==> config.mk <==
export PLATFORM = sky130hd
export DESIGN_NAME = countdown_timer
export DESIGN_NICKNAME = d
export VERILOG_FILES = /design/src/rtl/cnt_pkg.sv /design/src/rtl/countdown_timer.sv
export SDC_FILE = /design/constraint.sdc
export NUM_CORES = 1
export LEC_CHECK = 0
export CELL_PAD_IN_SITES_DETAIL_PLACEMENT = 0
export CELL_PAD_IN_SITES_GLOBAL_PLACEMENT = 2
export CORE_MARGIN = 5
export CORE_UTILIZATION = 25
export DETAILED_ROUTE_END_ITERATION = 7
export PLACE_DENSITY = 0.71
export SLEW_MARGIN = 20
export SYNTH_ARGS = -nofsm -noshare
export SYNTH_HDL_FRONTEND = slang
export SYNTH_SLANG_ARGS = --single-unit
==> constraint.sdc <==
create_clock -name clk -period 1.9 [get_ports clk]
set_input_delay 0.38 -clock clk [delete_from_list [all_inputs] [get_ports clk]]
set_output_delay 0.38 -clock clk [all_outputs]
set_load 0.02 [all_outputs]
==> src/rtl/cnt_pkg.sv <==
// Shared counter definitions: state encoding for countdown_timer and a helper
// that sizes a counter able to hold 0..max.
package cnt_pkg;

  typedef enum logic [1:0] {
    CT_IDLE,
    CT_RUN,
    CT_DONE
  } ct_state_t;

  function automatic int cnt_width(input int max);
    return $clog2(max + 1);
  endfunction

endpackage

==> src/rtl/countdown_timer.sv <==
// Loadable down-counter with a valid/ready load handshake and a one-cycle done pulse.
// Optional feature: define AUTO_RELOAD_EN for periodic auto-reload on expiry.
module countdown_timer
  import cnt_pkg::*;
#(
  parameter  int MAX_COUNT = 255,
  localparam int W         = cnt_width(MAX_COUNT)
) (
  input  logic         clk,
  input  logic         rst_n,
  input  logic         load_valid,
  input  logic [W-1:0] load_value,
  output logic         load_ready,
  input  logic         en,
  input  logic         abort,
  output logic [W-1:0] count,
  output logic         busy,
  output logic         done
);

  localparam logic [W-1:0] MAX_W = W'(MAX_COUNT);

  ct_state_t    state_q, state_d;
  logic [W-1:0] count_d;
  logic         done_d;
  logic         handshake;
  logic [W-1:0] sat_value;

`ifdef AUTO_RELOAD_EN
  logic [W-1:0] reload_q, reload_d;
`endif

  // Out-of-range loads clamp silently to MAX_COUNT.
  assign sat_value = (load_value > MAX_W) ? MAX_W : load_value;
  assign handshake = load_valid && load_ready;

  // State, count and done pulse registers.
  // NOTE: sequential state uses non-blocking assignments so every flop samples
  // pre-edge values, independent of the order of always blocks.
  always_ff @(posedge clk or negedge rst_n) begin
    if (!rst_n) begin
      state_q <= CT_IDLE;
      count   <= '0;
      done    <= 1'b0;
    end else begin
      state_q <= state_d;
      count   <= count_d;
      done    <= done_d;
    end
  end

`ifdef AUTO_RELOAD_EN
  // NOTE: the reload register is a single word, not a memory, so resetting it
  // is cheap and keeps its contents defined before the first load.
  always_ff @(posedge clk or negedge rst_n) begin
    if (!rst_n) reload_q <= '0;
    else        reload_q <= reload_d;
  end
`endif

  // Next-state and next-count logic.
  // NOTE: every variable gets a default at the top of the block so no path
  // leaves one unassigned, which would otherwise infer a latch.
  always_comb begin
    state_d = state_q;
    count_d = count;
    done_d  = 1'b0;
`ifdef AUTO_RELOAD_EN
    reload_d = reload_q;
`endif
    unique case (state_q)
      CT_IDLE, CT_DONE: begin
        if (handshake) begin
          count_d = sat_value;
`ifdef AUTO_RELOAD_EN
          reload_d = sat_value;
`endif
          // A zero load skips RUN and reports completion straight away.
          if (sat_value == '0) begin
            state_d = CT_DONE;
            done_d  = 1'b1;
          end else begin
            state_d = CT_RUN;
          end
        end else begin
          state_d = CT_IDLE;
          count_d = '0;
        end
      end
      CT_RUN: begin
        if (abort) begin
          state_d = CT_IDLE;
          count_d = '0;
        end else if (en) begin
          if (count == W'(1)) begin
            done_d = 1'b1;
`ifdef AUTO_RELOAD_EN
            count_d = reload_q;
`else
            count_d = '0;
            state_d = CT_DONE;
`endif
          end else if (count != '0) begin
            count_d = count - W'(1);
          end
        end
      end
      default: begin
        state_d = CT_IDLE;
        count_d = '0;
      end
    endcase
  end

  // Outputs decoded from state; abort blocks the handshake in the same cycle.
  always_comb begin
    busy       = (state_q == CT_RUN);
    load_ready = (state_q != CT_RUN) && !abort;
  end

endmodule

==> flow_summary.ini <==
[global_route]
antenna_found_initial = 0
top_usage_layer = met2
met2_usage = 0.1809
gr-usage-met3 = 0.02977
grt_max_degree = 12
grt_usage = 0.1224
first_global_vias = 791
met1_usage = 0.1615
grt_pass1_wl_um = 3857
grt-ovfl-total = 0

[placed_design]
placed_area_um2 = 1116
io_buffers = 23
place_inst = 148
gp_congestion = 0.8324
dp_hpwl_um = 1827

[logic_synthesis]
synth_top_family_by_area = compound AO/OA/AOI/OAI gates
syn_inst = 78
ys_warn_count = 0
synth_common_cells = dfrtp_1 (11), a21oi_1 (7), a32o_1 (6)
synth_most_common_cell = dfrtp_1
synthMuxAreaShare = 0
synthesis.area_um2 = 723.2
ys_top_cells_by_area = dfrtp_1 (38%), a32o_1 (8.3%), a21oi_1 (4.8%)
synth_top_cell_by_area = dfrtp_1
synth-seq-cells = 11
synth-compound-area-share = 0.2889
synth_xor_area_frac = 0
yosysTopAreaCellShare = 0.3806
async_reset_ff_frac = 1.000
synth_enable_flop_cells = 0
yosys.area_share.simple = 0.2336
synth_cell_type_count = 31
synth_nets = 93
ys_seq_area_frac = 0.3806
synth_area_per_cell_um2 = 9.272
synthAdderAreaFrac = 0.03460
ys.flop_type = dfrtp_1

[sta]
layout_worst_path_cycle_share = 0.9307
report.final.hold_viol_count = 0
worst_pin_slew_ps = 553.3
setup_violations = 0
period_needed_ps = 1768
finClkSkew_ps = 9.377
slew_headroom = 0.6300
drv_slew = 0
clock.fmax_mhz = 565.5
rsz0062_at_grt = no

[cells_and_area]
fill_cells = 293
multiInputGateArea_um2 = 405.4
final_cell_count_no_fill = 153
finalInstanceArea_um2 = 1150
diodes = 0
regArea_um2 = 275.3
synthToLayoutAreaGrowth_pct = 59.00
utilization = 0.4170
nets = 138
drive_gt1_frac = 0.2459

[clocking]
cts_root_buf = clkbuf_4
clk_path_buf_depth = 2
htreeDepth = 1
clock_latency_ps = 280
numCtsBuffers = 3
cts.reportedPaths.clkPinSlew_ps = 80
cts_tree = built
cts.sinks = 11

[routing]
drc_errors = 0
routed_wl_um = 2361
wire_per_inst_um = 15.43
vias = 802
route.antenna.remaining_nets = 0
drtIter0Drc = 20
viasPerCell = 5.242
drt_pass1_iterations = 4

[die]
core_area_um2 = 2758
start_util = 0.2623
die_w_um = 63.79
die_y_um = 63.79
dieArea_um2 = 4069
boundaryPins = 24
rows = 19

[critical_path]
path_class = reg2out
critical_path.max_fanout = 4
cp.arrival_ps = 1390
r2r_cells = 7
cp.required_ps = 1520
end_kind = output pin
startpoint_type = flip-flop

[power]
ir_worst_vdd_uv = 626.8
power.share.clock = 0.106
total_power_w = 0.001589
p_leak_nw = 0.4993
switchingPower_w = 0.0007085
p_int_w = 0.0008806
power_frac_seq = 0.246
power.density_nw_per_um2 = 1382
combPwrFrac = 0.649
switching_share = 0.4458

[hold_path]
holdCritPathClass = in2async

[run_status]
status = finished, final reports clean

[flow_run]
drv_cap = 0
cells in the final DEF (no fill, tap or decap), types with 2 or more instances in the layout:
master,n
a21oi_1,7
a22o_1,3
a32o_1,6
and4_1,2
buf_4,21
clkbuf_4,3
clkdlybuf4s50_1,21
dfrtp_1,11
dlygate4sd2_1,2
ha_1,2
inv_1,5
nor2_1,5
nor2_2,3
nor2b_1,3
nor3b_1,2
nor4_1,4
o21ai_0,3
o21ai_1,2
o22ai_1,2
or4_1,2
power groups by stage:
stage	combinational, W	sequential [W]	clock [W]
after global routing	0.00114	0.000403	0.000187
after global placement	0.00103	0.000390	0
final	0.00103	0.000390	0.000168
after detailed placement	0.00102	0.000396	0
after CTS	0.00102	0.000392	0.000171
after floorplan	0.000507	0.000474	0
per-stage QoR:
step / TNS [ps] / setup WS (ps) / hold slack, ps
floorplan: 0 / 209.0 / 84.41
finish: 0 / 131.6 / 456.0
CTS: 0 / 89.03 / 486.8
global placement: -1544 / -227.6 / 565.9
detailed placement: -1281 / -180.9 / 608.5
global route: 0 / 9.322 / 509.5
kinds of logic after synthesis:
kind of cell,count (synthesis)
AOI/OAI and AO/OA,29
adders and majority gates,2
buffers and inverters,9
DFF,11
and+or+nand+nor,27
state kept, by name (all words and copies together) (netlist names):
register,cells
count,8
state_q,2
done,1
worst paths after layout:
kind,start,endpoint,slack [ps]
max in group asynchronous,rst_n,done$_DFF_PN0_,1070
max,count[0]$_DFFE_PN0P_,count[0],130
min in group clk,count[6]$_DFFE_PN0P_,count[6]$_DFFE_PN0P_,610
min reg2reg,count[6]$_DFFE_PN0P_,count[6]$_DFFE_PN0P_,610
min,rst_n,count[7]$_DFFE_PN0P_,460
max reg2reg,count[0]$_DFFE_PN0P_,count[0]$_DFFE_PN0P_,160
layer usage:
layer,vias to the layer above,part of all wire
met3,5,0.050
li1,400,-
met2,22,0.46
met5,-,0
met1,375,0.47
met4,0,0.022
worst max-delay path, stage by stage, from the launching register on:
cell and delay [ps]:
dfrtp_1 400, buf_4 130, clkdlybuf4s50_1 590
repair_timing:
item,4_1_cts,5_1_grt
endpoints found under the hold margin,0,0
gates resized for setup,2,1
hold buffers,0,0
pin swaps,0,0
setup endpoints to repair,2,2
setup buffers,0,1
cell type report:
| cell class | instances | area share |
|---|---|---|
| inverter | 5 | 0.01632 |
| timing repair buffer | 44 | 0.3351 |
| clock buffer | 4 | 0.02285 |
| sequential | 11 | 0.2394 |
| multi-input combinational | 58 | 0.3526 |
| tap | 31 | 0.03373 |
No activity file was read; power rests on OpenSTA's default activity.
